## src/rtl/vendor_pkg.sv

```systemverilog
// ---------------------------------------------------------------------------
// vendor_pkg
//   Shared definitions for the vending transaction path: coin encodings and
//   values, the goods price table, the sequencer state type and the helpers
//   that turn a one-hot coin or selection into jiao.
// ---------------------------------------------------------------------------
package vendor_pkg;

    typedef logic [2:0] coin_t;     // one-hot: 001=5, 010=10, 100=50 jiao
    typedef logic [6:0] credit_t;   // jiao, never above the credit ceiling
    typedef logic [4:0] price_t;    // jiao, largest price is 20

    localparam coin_t COIN_NONE = 3'b000;
    localparam coin_t COIN_5    = 3'b001;
    localparam coin_t COIN_10   = 3'b010;
    localparam coin_t COIN_50   = 3'b100;

    localparam credit_t VAL_5  = 7'd5;
    localparam credit_t VAL_10 = 7'd10;
    localparam credit_t VAL_50 = 7'd50;

    localparam price_t PRICE_0 = 5'd5;
    localparam price_t PRICE_1 = 5'd10;
    localparam price_t PRICE_2 = 5'd15;
    localparam price_t PRICE_3 = 5'd20;

    typedef enum logic [2:0] {IDLE, COLLECT, CHECK, VEND, PAY, WARN} state_t;

    // Value of a one-hot coin; anything that is not a legal code is worth 0.
    function automatic credit_t coin_value(input coin_t onehot);
        case (onehot)
            COIN_5:  return VAL_5;
            COIN_10: return VAL_10;
            COIN_50: return VAL_50;
            default: return '0;
        endcase
    endfunction

    // Price of a one-hot goods selection; non-one-hot selections cost 0.
    function automatic price_t sel_price(input logic [3:0] sel);
        case (sel)
            4'b0001: return PRICE_0;
            4'b0010: return PRICE_1;
            4'b0100: return PRICE_2;
            4'b1000: return PRICE_3;
            default: return '0;
        endcase
    endfunction

endpackage

```

## src/rtl/vendor_txn_ctrl_if.sv

```systemverilog
// ---------------------------------------------------------------------------
// vendor_txn_ctrl_if
//   Change payout handshake between the sequencer and the coin hopper.
//   change_valid  master->slave  a coin is offered on change_coin
//   change_coin   master->slave  one-hot coin being paid out
//   change_ready  slave->master  hopper takes change_coin this clk
// ---------------------------------------------------------------------------
interface vendor_txn_ctrl_if;
    import vendor_pkg::*;

    logic  change_valid;
    coin_t change_coin;
    logic  change_ready;

    modport master (output change_valid, output change_coin, input change_ready);
    modport slave  (input change_valid, input change_coin, output change_ready);

endinterface

```

## src/rtl/vendor_change_sel.sv

```systemverilog
// ---------------------------------------------------------------------------
// vendor_change_sel
//   Greedy change picker: the largest coin not exceeding the remaining
//   amount (50, then 10, then 5). Returns COIN_NONE when nothing is owed.
//   remaining    in   7  amount still to pay out, jiao
//   change_coin  out  3  one-hot coin to offer next
// ---------------------------------------------------------------------------
module vendor_change_sel
    import vendor_pkg::*;
(
    input  credit_t remaining,
    output coin_t   change_coin
);

    always_comb begin
        if (remaining >= VAL_50)
            change_coin = COIN_50;
        else if (remaining >= VAL_10)
            change_coin = COIN_10;
        else if (remaining >= VAL_5)
            change_coin = COIN_5;
        else
            change_coin = COIN_NONE;
    end

endmodule

```

## src/rtl/vendor_txn_ctrl.sv

```systemverilog
// ---------------------------------------------------------------------------
// vendor_txn_ctrl
//   Vending transaction sequencer: accumulates coin credit, latches the
//   selected price on confirm, checks funds, pulses dispense, then pays the
//   change one coin per handshake. Also handles cancel/refund, the COLLECT
//   inactivity timeout and the insufficient-funds warning.
//   clk, rst      clock, synchronous active-high reset
//   tick_1hz      1 Hz one-clk enable for the timeout/warning counters
//   coin_valid    one-clk strobe, coin[2:0] one-hot 5/10/50 jiao
//   sel[3:0]      one-hot goods select (5,10,15,20 jiao)
//   confirm       one-clk purchase strobe
//   cancel        one-clk refund strobe
//   chg           change payout handshake (master side)
//   credit        current credit / remaining change, jiao
//   price         latched price of the confirmed item
//   dispense      one-clk one-hot dispense pulse (latched sel)
//   coin_reject   one-clk pulse: offered coin returned
//   led_warn      active-low insufficient-funds indicator
//   busy          high in CHECK/VEND/PAY/WARN
// ---------------------------------------------------------------------------
module vendor_txn_ctrl
    import vendor_pkg::*;
#(
    parameter int TIMEOUT_SECS = 30,
    parameter int WARN_SECS    = 5,
    parameter int MAX_CREDIT   = 99
) (
    input  logic                      clk,
    input  logic                      rst,
    input  logic                      tick_1hz,
    input  logic                      coin_valid,
    input  coin_t                     coin,
    input  logic [3:0]                sel,
    input  logic                      confirm,
    input  logic                      cancel,
    vendor_txn_ctrl_if.master         chg,
    output credit_t                   credit,
    output price_t                    price,
    output logic [3:0]                dispense,
    output logic                      coin_reject,
    output logic                      led_warn,
    output logic                      busy
);

    localparam int TO_W   = $clog2(TIMEOUT_SECS + 1);
    localparam int WARN_W = $clog2(WARN_SECS + 1);

    state_t            state;
    logic [TO_W-1:0]   to_cnt;
    logic [WARN_W-1:0] warn_cnt;
    logic [3:0]        sel_q;

    credit_t    coin_val;
    logic [7:0] credit_sum;   // one bit wider: 99 + 50 must not wrap
    logic       cancel_hit;
    logic       confirm_hit;
    logic       coin_take;
    credit_t    remaining;
    credit_t    pick_in;
    coin_t      pick_coin;

    // NOTE: every always_comb output gets a value on every path; a missing
    // assignment would infer a latch.
    always_comb begin
        coin_val    = coin_value(coin);
        credit_sum  = {1'b0, credit} + {1'b0, coin_val};
        cancel_hit  = (state == COLLECT) && cancel;
        confirm_hit = (state == COLLECT) && confirm && $onehot(sel);
        // A coin only lands in IDLE/COLLECT, and loses to cancel or confirm.
        coin_take   = coin_valid && $onehot(coin) && (credit_sum <= 8'(MAX_CREDIT))
                      && ((state == IDLE) || (state == COLLECT))
                      && !cancel_hit && !confirm_hit;
        remaining   = credit - {2'b00, price};
        // In VEND the first change coin is chosen from the post-purchase credit.
        pick_in     = (state == VEND) ? remaining : credit;
    end

    vendor_change_sel u_change_sel (
        .remaining   (pick_in),
        .change_coin (pick_coin)
    );

    // NOTE: sequential state uses non-blocking assignments so every register
    // samples the pre-edge values regardless of statement order.
    always_ff @(posedge clk) begin
        if (rst) begin
            state            <= IDLE;
            credit           <= '0;
            price            <= '0;
            sel_q            <= '0;
            dispense         <= '0;
            coin_reject      <= 1'b0;
            chg.change_valid <= 1'b0;
            chg.change_coin  <= COIN_NONE;
            led_warn         <= 1'b1;
            busy             <= 1'b0;
            to_cnt           <= '0;
            warn_cnt         <= '0;
        end else begin
            dispense    <= '0;
            coin_reject <= coin_valid && !coin_take;

            case (state)
                IDLE: begin
                    if (coin_take) begin
                        credit <= credit_sum[6:0];
                        to_cnt <= '0;
                        state  <= COLLECT;
                    end
                end

                COLLECT: begin
                    if (cancel_hit) begin
                        state            <= PAY;
                        busy             <= 1'b1;
                        to_cnt           <= '0;
                        chg.change_valid <= (credit != '0);
                        chg.change_coin  <= pick_coin;
                    end else if (confirm_hit) begin
                        price  <= sel_price(sel);
                        sel_q  <= sel;
                        state  <= CHECK;
                        busy   <= 1'b1;
                        to_cnt <= '0;
                    end else if (coin_take) begin
                        credit <= credit_sum[6:0];
                        to_cnt <= '0;
                    end else if (tick_1hz) begin
                        if (to_cnt == TO_W'(TIMEOUT_SECS - 1)) begin
                            state            <= PAY;
                            busy             <= 1'b1;
                            to_cnt           <= '0;
                            chg.change_valid <= (credit != '0);
                            chg.change_coin  <= pick_coin;
                        end else begin
                            to_cnt <= to_cnt + 1'b1;
                        end
                    end
                end

                CHECK: begin
                    if (credit >= {2'b00, price}) begin
                        state    <= VEND;
                        dispense <= sel_q;
                    end else begin
                        state    <= WARN;
                        led_warn <= 1'b0;
                        warn_cnt <= '0;
                    end
                end

                VEND: begin
                    credit           <= remaining;
                    state            <= PAY;
                    chg.change_valid <= (remaining != '0);
                    chg.change_coin  <= pick_coin;
                end

                WARN: begin
                    if (cancel) begin
                        state            <= PAY;
                        led_warn         <= 1'b1;
                        warn_cnt         <= '0;
                        chg.change_valid <= (credit != '0);
                        chg.change_coin  <= pick_coin;
                    end else if (tick_1hz) begin
                        if (warn_cnt == WARN_W'(WARN_SECS - 1)) begin
                            state    <= COLLECT;
                            led_warn <= 1'b1;
                            busy     <= 1'b0;
                            warn_cnt <= '0;
                        end else begin
                            warn_cnt <= warn_cnt + 1'b1;
                        end
                    end
                end

                PAY: begin
                    if (chg.change_valid) begin
                        // Coin held stable until taken; one idle clk follows each transfer.
                        if (chg.change_ready) begin
                            credit           <= credit - coin_value(chg.change_coin);
                            chg.change_valid <= 1'b0;
                            chg.change_coin  <= COIN_NONE;
                        end
                    end else if (credit == '0) begin
                        state <= IDLE;
                        price <= '0;
                        busy  <= 1'b0;
                    end else begin
                        chg.change_valid <= 1'b1;
                        chg.change_coin  <= pick_coin;
                    end
                end

                default: state <= IDLE;
            endcase
        end
    end

endmodule

```

## src/flat_wrapper.sv

```systemverilog
// flat-port wrapper written by rule: the top's interface ports become plain ports
module vendor_txn_ctrl_flat import vendor_pkg::*;
#(
    parameter int TIMEOUT_SECS = 30,
    parameter int WARN_SECS    = 5,
    parameter int MAX_CREDIT   = 99
)
  (clk, rst, tick_1hz, coin_valid, coin, sel, confirm, cancel, credit, price, dispense, coin_reject, led_warn, busy, chg_change_valid, chg_change_coin, chg_change_ready);
  vendor_txn_ctrl_if chg_i ();
  input  logic clk;
  input  logic rst;
  input  logic tick_1hz;
  input  logic coin_valid;
  input  coin_t coin;
  input  logic [3:0] sel;
  input  logic confirm;
  input  logic cancel;
  output credit_t credit;
  output price_t price;
  output logic [3:0] dispense;
  output logic coin_reject;
  output logic led_warn;
  output logic busy;
  output wire logic [$bits(chg_i.change_valid)-1:0] chg_change_valid;
  output wire logic [$bits(chg_i.change_coin)-1:0] chg_change_coin;
  input wire logic [$bits(chg_i.change_ready)-1:0] chg_change_ready;
  assign chg_change_valid = chg_i.change_valid;
  assign chg_change_coin = chg_i.change_coin;
  assign chg_i.change_ready = chg_change_ready;
  vendor_txn_ctrl #(.TIMEOUT_SECS(TIMEOUT_SECS), .WARN_SECS(WARN_SECS), .MAX_CREDIT(MAX_CREDIT)) u_core (.clk(clk), .rst(rst), .tick_1hz(tick_1hz), .coin_valid(coin_valid), .coin(coin), .sel(sel), .confirm(confirm), .cancel(cancel), .chg(chg_i), .credit(credit), .price(price), .dispense(dispense), .coin_reject(coin_reject), .led_warn(led_warn), .busy(busy));
endmodule
```

## config.mk

```make
export PLATFORM = sky130hd
export DESIGN_NAME = vendor_txn_ctrl_flat
export DESIGN_NICKNAME = d
export VERILOG_FILES = /design/src/rtl/vendor_pkg.sv /design/src/rtl/vendor_txn_ctrl_if.sv /design/src/rtl/vendor_change_sel.sv /design/src/rtl/vendor_txn_ctrl.sv /design/src/flat_wrapper.sv
export SDC_FILE = /design/constraint.sdc
export NUM_CORES = 1
export LEC_CHECK = 0
export ABC_AREA = 1
export BUFFER_PORTS_ARGS = -buffer_cell sky130_fd_sc_hd__buf_2
export CAP_MARGIN = 5
export CORE_AREA = 2 2 88 90
export CTS_BUF_LIST = sky130_fd_sc_hd__clkbuf_4 sky130_fd_sc_hd__clkbuf_8
export DETAILED_ROUTE_END_ITERATION = 8
export DIE_AREA = 0 0 90 92
export GPL_ROUTABILITY_DRIVEN = 0
export PLACE_DENSITY_LB_ADDON = 0.25
export SLEW_MARGIN = 20
export SYNTH_ARGS = -nofsm -noshare
export SYNTH_HDL_FRONTEND = slang
export SYNTH_HIERARCHICAL = 1
export SYNTH_SLANG_ARGS = --single-unit
```

## constraint.sdc

```tcl
create_clock -name clk -period 7 [get_ports clk]
set_input_delay 0.35 -clock clk [delete_from_list [all_inputs] [get_ports clk]]
set_output_delay 0.35 -clock clk [all_outputs]
set_load 0.1 [all_outputs]
```

==> impl_summary.log, run 1 <==
[metrics] status: complete, no violations
[metrics] ys async rst share: 0
[metrics] capturing element type of the critical path: flip-flop
[metrics] Worst Path Class, Setup: flip-flop to flip-flop
[metrics] number of placed I/O pins: 37
[metrics] flops & latches, synth: 37
[metrics] Setup-failing EPs final: 0
[metrics] worst hold path class: input port to flip-flop
[metrics] overall routing resource usage: 0.198
[metrics] final count of pins violating max slew: 0
[metrics] multi-input combinational cell area: ~0.0021 mm²
[metrics] grt ovf: 0
[metrics] via count normalized by instance count: approximately 5
[metrics] fmax: 337 MHz
[metrics] clk_lat worst skew: around 0.30 ns
[metrics] first-iteration detailed-routing DRC count: 177
[metrics] total number of vias: 3,282
[metrics] Setup crit start: u_core/credit[2]
[metrics] pin slew with the least headroom to its limit: 0.852 ns
[metrics] DRC violation count after routing: 0
[metrics] count of port buffers added during placement: 36
[metrics] post-synthesis instance area: about 0.0032 mm²
[metrics] CTS Hold Buffers Added: 0
[metrics] clock root cell: clkbuf_8
[metrics] Placed Cells: 648
[metrics] R2R setup slack: 4.03 ns
[metrics] critical path arrival: 3.16 ns
[metrics] Syn-to-layout area delta: 12.3%
[metrics] starting utilization of the core area: 0.433
[metrics] vias in the first global route: 3,025
[metrics] depth of the most critical reg-to-reg path: 17
[metrics] Hold Crit Depth: 3
[metrics] non-filler instance count after layout: 656
[metrics] pwr dens: 503 mW/mm²
[metrics] maximum number of pins on one net before global-route repair: 29
[metrics] clk slew on worst S/H paths: 0.08 ns
[metrics] number of antenna cells inserted: 0
[metrics] width of the die: 90 µm
[metrics] crit share post-route: 0.424
[metrics] wire length of the first global-routing pass: between 10,000 and 15,000 µm
[metrics] kind of launch point of the worst setup path: flip-flop
[metrics] post-synthesis net count: 558
[metrics] number of clock sinks seen by CTS: 37
[metrics] leak pwr: 1.83 nW
[metrics] TritonCTS clock tree: done
[metrics] Rel. slew slack: 0.430
[metrics] clock tree skew after final layout: 0.00640 ns
[metrics] Worst Hold Endpoint: u_core/coin_reject
[metrics] Max Cap Viol: 0
[metrics] H-tree levels: 2
[metrics] endpoint of the most critical register-to-register path: u_core/chg.change_coin[0]
[metrics] maximum buffer depth of the clock tree: 2
[metrics] number of antenna violations at the first check in global routing: 0
[metrics] number of nets with antenna violations after detailed routing: 0
[metrics] Routed WL per cell: 12.0 µm
[metrics] Fin. Hold Viols: 0
[metrics] Hold Startpoint: coin_valid
[metrics] Syn. warnings: 6
[metrics] CTS buffer count: 5
[metrics] RSZ-0062 raised after global routing: false
[metrics] 1st-pass router iterations: 5
[metrics] maximum ir drop on the vdd rail: 324 µV
[metrics] post-synthesis cell type count: 35
[metrics] die footprint: 0.00828 mm²
[metrics] number of core rows: 32
[metrics] min Tclk post-route: approximately 3.0 ns
[metrics] Core Region: 0.00745 mm²
[metrics] most common cell after layout, fill and taps aside: nand2_1
[metrics] commonest cells after routing, fill and taps aside: nand2_1 (118), inv_1 (86), nor2_1 (71), dfxtp_1 (37), buf_2 (36)
[metrics] number of standard cells after synthesis: around 520
[metrics] syn_area_per_cell: 6.26 µm²
[metrics] number of buffers inserted by post-CTS setup repair: 0
[metrics] number of gates resized after CTS: 0
[metrics] largest driver fanout on the critical path: 7
[metrics] leading register cell type out of synthesis: dfxtp_1
[metrics] total negative setup slack: 0 ns
[metrics] Die Height: 92 µm
[metrics] drt total wl: 7870 µm
[metrics] fill count: 783
[metrics] fraction of final layout cells sized beyond drive strength 1: 0.134
[metrics] Crit path required time: 7.20 ns
[metrics] post-synthesis sequential area ratio: 0.230
[metrics] post-layout net count: 596
[metrics] Reg2Reg Launch Point: u_core/credit[2]
[metrics] total area of sequential cells: 741 µm²
[metrics] number of enable-type register cells in the synthesized netlist: 0
[metrics] DP Wirelength: approximately 6300 µm
-- cell type report --
class,count,area share
clock buffers,6,0.0228
clock inverters,2,0.0104
inverters,97,0.101
multi-input cells,376,0.577
flip-flops and latches,37,0.204
well taps,102,0.0352
repair buffers,36,0.0497
-- through the flow --
step	hold WS (ns)	utilization	cell area, µm²	total power [W]	setup WS, ns
5_1_grt	0.289	0.486	3620	0.00200	3.75
3_5_place_dp	0.424	0.470	3500	0.00161	3.92
4_1_cts	0.284	0.486	3620	0.00182	4.10
2_1_floorplan	0.405	-	3220	0.00139	3.83
6_report	0.295	0.486	3620	0.00182	4.03
3_3_place_gp	0.423	0.470	3500	0.00160	4.02
-- worst max-delay path by stage --
stage / slack [ns] / cells past startpoint / endpoint
global route: 3.75 / 17 / u_core/chg.change_coin[0]
finish: 4.03 / 17 / u_core/chg.change_coin[0]
floorplan: 3.83 / 17 / u_core/chg.change_coin[1]
detailed placement: 3.92 / 14 / u_core/price[2]
global placement: 4.02 / 14 / u_core/price[2]
CTS: 4.10 / 17 / u_core/chg.change_coin[0]
-- worst max-delay path, cell delays in order, from the launching register on --
cell and delay, ns:
dfxtp_1 0.55, ha_1 0.36, a21oi_1 0.18, nand2_1 0.07
nand2_1 0.11, nand2_1 0.06, a21oi_1 0.16, nor2_1 0.05
o21ai_0 0.35, o21ai_0 0.21, nor2_1 0.22, nand2_1 0.09
nor2_1 0.13, nor2_1 0.07, nand2_1 0.06, nand3_1 0.08
nand2_1 0.07, nor2_1 0.06
-- cell usage after synthesis, drive strengths merged, types with 2 or more instances --
cell type,n,area share
a211oi,4,0.0093
a21oi,31,0.052
buf,2,0.0058
clkbuf,3,0.0035
clkinv,2,0.0023
dfxtp,37,0.23
fa,5,0.031
ha,24,0.093
inv,95,0.11
nand2,123,0.15
nand3,39,0.075
nand3b,4,0.0093
nand4,9,0.017
nor2,77,0.10
nor3,14,0.022
o211ai,4,0.0093
o21ai,23,0.036
or2,3,0.0058
xnor2,3,0.0082
xor2,7,0.019
-- power by group --
| group | total [W] | leakage [nW] | internal, W | switching, W |
|---|---|---|---|---|
| Combinational | 0.00127 | 1.47 | 0.000378 | 0.000896 |
| Sequential | 0.000348 | 0.302 | 0.000268 | 0.0000797 |
| Clock | 0.000202 | 0.0574 | 0.000116 | 0.0000856 |
| Total | 0.00182 | 1.83 | 0.000762 | 0.00106 |
-- cell families (layout without fill, tap and decap cells) --
kind of cell / after synthesis / count (layout) / share of synthesized area
adder cells (fa/ha/maj): 29 / 29 / 0.124
AO/OA/AOI/OAI: 67 / 67 / 0.118
flip-flops: 37 / 37 / 0.230
AND/OR/NAND/NOR: 270 / 270 / 0.378
buffers and inverters: 102 / 141 / 0.122
XOR/XNOR: 10 / 10 / 0.0272
-- flip-flops by register name, indices dropped and copies added, names as in the netlist --
| signal | cells |
|---|---|
| u_core/price | 4 |
| u_core/dispense | 4 |
| u_core/to_cnt | 5 |
| u_core/state | 3 |
| u_core/busy | 1 |
| u_core/led_warn | 1 |
| u_core/warn_cnt | 3 |
| u_core/coin_reject | 1 |
| u_core/credit | 7 |
| u_core/chg.change_valid | 1 |
| u_core/sel_q | 4 |
| u_core/chg.change_coin | 3 |
-- metal layers --
metal / track usage / share of wire
met5: 0 / 0
met4: 0.0513 / 0.0089
met3: 0.0345 / 0.050
met2: 0.320 / 0.44
met1: 0.273 / 0.50
Power figures use the tool's default switching activity.
==> inputs of run 2 (changes only) <==
==> constraint.sdc (replaced) <==
create_clock -name clk -period 3 [get_ports clk]
set_input_delay 0.15 -clock clk [delete_from_list [all_inputs] [get_ports clk]]
set_output_delay 0.15 -clock clk [all_outputs]
set_load 0.1 [all_outputs]
==> run 2 against run 1 <==
  * First-iteration DRC count decreased by 14%
  * Non-clock buffer count is 5 higher
  * Final cell count grew 0.76%
  * Maximum frequency increased by 9.3%
  * Clock skew shrank 0.0012 ns
  * Cell area rose by 1.2%
  * Power is 130% higher
  * Setup slack got worse by 3.7 ns
  * Sequential cell count unchanged
  * Combinational power increased by 140%
  * Core utilization up 0.59 points
  * Critical path type unchanged
==> impl_summary.log, run 2 (synthesized netlist as in run 1, its figures left out) <==
[metrics] via count normalized by instance count: 5.02 (+0.36%)
[metrics] Max Cap Viol: 0 (unchanged)
[metrics] maximum buffer depth of the clock tree: 2 (unchanged)
[metrics] fmax: 368 MHz (+9.3%)
[metrics] endpoint of the most critical register-to-register path: u_core/chg.change_coin[0]
[metrics] multi-input combinational cell area: 0.00209 mm² (unchanged)
[metrics] TritonCTS clock tree: done
[metrics] most common cell after layout, fill and taps aside: nand2_1
[metrics] largest registers: u_core/credit: 7 flops, u_core/to_cnt: 5 flops
[metrics] CTS Hold Buffers Added: 0 (unchanged)
[metrics] critical path arrival: 2.96 ns (-0.20 ns)
[metrics] wire length of the first global-routing pass: 13,700 µm (+0.71%)
[metrics] number of core rows: 32 (unchanged)
[metrics] total number of vias: 3,319 (+1.1%)
[metrics] Die Height: 92 µm (unchanged)
[metrics] number of placed I/O pins: 37 (unchanged)
[metrics] 1st-pass router iterations: 5 (unchanged)
[metrics] clock root cell: clkbuf_8
[metrics] post-layout net count: 601 (+0.84%)
[metrics] number of gates resized after CTS: 0 (unchanged)
[metrics] number of buffers inserted by post-CTS setup repair: 0 (unchanged)
[metrics] pwr dens: 1170 mW/mm² (+130%)
[metrics] die footprint: 0.00828 mm² (unchanged)
[metrics] capturing element type of the critical path: flip-flop
[metrics] clk slew on worst S/H paths: 0.08 ns (about the same)
[metrics] combined buffer and inverter count along the critical path: 1 (+1)
[metrics] pin slew with the least headroom to its limit: 0.587 ns (-0.265 ns)
[metrics] maximum number of pins on one net before global-route repair: 16 (-45%)
[metrics] fill count: 794 (+1.4%)
[metrics] count of port buffers added during placement: 36 (unchanged)
[metrics] maximum ir drop on the vdd rail: 734 µV (+130%)
[metrics] starting utilization of the core area: 0.433 (unchanged)
[metrics] Reg2Reg Launch Point: u_core/credit[0]
[metrics] max reg flops: 7 (unchanged)
[metrics] final count of pins violating max slew: 0 (unchanged)
[metrics] total negative setup slack: 0 ns (unchanged)
[metrics] Final Total Pwr: 0.00428 W (+130%)
[metrics] drt total wl: 8030 µm (+2.0%)
[metrics] status: complete, no violations
[metrics] final std cell area, no fill: 0.00367 mm² (+1.2%)
[metrics] clock tree skew after final layout: 0.00518 ns (-0.00121 ns)
[metrics] grt ovf: 0 (unchanged)
[metrics] width of the die: 90 µm (unchanged)
[metrics] placed cell areas: 0.00355 mm² (+1.3%)
[metrics] Hold Crit Depth: 3 (unchanged)
[metrics] worst hold path class: input port to flip-flop
[metrics] number of antenna cells inserted: 0 (unchanged)
[metrics] RSZ-0062 raised after global routing: false
[metrics] fraction of final layout cells sized beyond drive strength 1: 0.150 (+0.0167)
[metrics] CP cell instances: inv_1, ha_1, fa_1, o21ai_0, nand2_1, nand2_1, xor2_1, nand2_1, o21ai_0, nor2_1, nand2_1, nor2_1, nor2_1, nand2_1, nand3_1, nand2_1, nor2_1
[metrics] commonest cells after routing, fill and taps aside: nand2_1 (118), inv_1 (86), nor2_1 (71), buf_2 (36), nand3_1 (33)
[metrics] leak pwr: 1.85 nW (+1.5%)
[metrics] min Tclk post-route: 2.72 ns (-0.253 ns)
[metrics] vias in the first global route: 3,026 (+0.033%)
[metrics] first-iteration detailed-routing DRC count: 153 (-14%)
[metrics] largest register by flop count: u_core/credit
[metrics] number of nets with antenna violations after detailed routing: 0 (unchanged)
[metrics] kind of launch point of the worst setup path: flip-flop
[metrics] largest driver fanout on the critical path: 6 (-1)
[metrics] overall routing resource usage: 0.199 (+0.00168)
[metrics] crit-path leading delay family: simple AND/OR/NAND/NOR gates
[metrics] clk_lat worst skew: 0.30 ns (about the same)
[metrics] DRC violation count after routing: 0 (unchanged)
[metrics] cell repeated most along the worst path: nand2_1
[metrics] Routed WL per cell: 12.1 µm (+1.3%)
[metrics] number of clock sinks seen by CTS: 37 (unchanged)
[metrics] Rel. slew slack: 0.607 (+0.177)
[metrics] Setup-failing EPs final: 0 (unchanged)
[metrics] number of antenna violations at the first check in global routing: 0 (unchanged)
[metrics] Fin. Hold Viols: 0 (unchanged)
[metrics] slowest cell on the critical path: fa_1
[metrics] maximum cell stage delay along the critical path: 0.41 ns (-0.14 ns)
[metrics] Worst Hold Endpoint: u_core/coin_reject
[metrics] H-tree levels: 2 (unchanged)
[metrics] CTS buffer count: 5 (unchanged)
[metrics] R2R setup slack: 0.28 ns (-3.75 ns)
[metrics] Core Region: 0.00745 mm² (unchanged)
[metrics] DP Wirelength: 6460 µm (+2.6%)
[metrics] Worst Path Class, Setup: flip-flop to flip-flop
[metrics] total area of sequential cells: 747 µm² (+0.84%)
[metrics] depth of the most critical reg-to-reg path: 17 (unchanged)
[metrics] Hold Startpoint: coin_valid
[metrics] Syn-to-layout area delta: 13.7%
[metrics] crit share post-route: 0.905 (+0.481)
[metrics] Crit path required time: 3.24 ns (-3.96 ns)
## run 2: changes by cell type in the layout (fill, tap and decap cells not counted), sizes merged
cell  previous run  this run
buf             36        41
## run 2: where the power goes
group	switching, W	internal (W)
Combinational	0.00209	0.000905
Sequential	0.000184	0.000631
Clock	0.000200	0.000271
## run 2: worst register-to-register path, stage by stage (launching register included)
cell	delay, ns
dfxtp_2	0.38
inv_1	0.13
ha_1	0.25
fa_1	0.41
o21ai_0	0.22
nand2_1	0.11
nand2_1	0.09
xor2_1	0.18
nand2_1	0.12
o21ai_0	0.15
nor2_1	0.11
nand2_1	0.07
nor2_1	0.04
nor2_1	0.12
nand2_1	0.07
nand3_1	0.08
nand2_1	0.05
nor2_1	0.08
## run 2: routing by layer
metal  wire (µm)  GRT usage
met5           0          0
met4          72     0.0564
met3         478     0.0411
met2        3530      0.320
met1        3950      0.272
## run 2: worst max path at each step
stage	startpoint	endpoint	slack (ns)	cells past startpoint
2_1_floorplan	u_core/chg.change_coin[0]	u_core/credit[5]	0.15	15
3_3_place_gp	sel[0]	u_core/price[2]	0.24	14
3_5_place_dp	sel[0]	u_core/price[2]	0.05	14
4_1_cts	u_core/credit[0]	u_core/chg.change_coin[0]	0.31	17
5_1_grt	u_core/credit[0]	u_core/chg.change_coin[0]	0.07	17
6_report	u_core/credit[0]	u_core/chg.change_coin[0]	0.28	17
## run 2: cell type report
class,count,area share
Inverter,97,0.0993
Timing Repair Buffer,41,0.0594
Multi-Input combinational cell,376,0.570
Clock inverter,2,0.0102
Clock buffer,6,0.0225
Tap cell,102,0.0348
Sequential cell,37,0.204
## run 2: stage by stage
stage | hold WS [ns] | worst slack (ns) | utilization | cells
global placement | 0.421 | 0.239 | 0.476 | 653
floorplan | 0.219 | 0.154 | - | 515
global route | 0.111 | 0.0661 | 0.492 | 661
finish | 0.0784 | 0.284 | 0.492 | 661
detailed placement | 0.388 | 0.0539 | 0.476 | 653
CTS | 0.0665 | 0.313 | 0.492 | 661
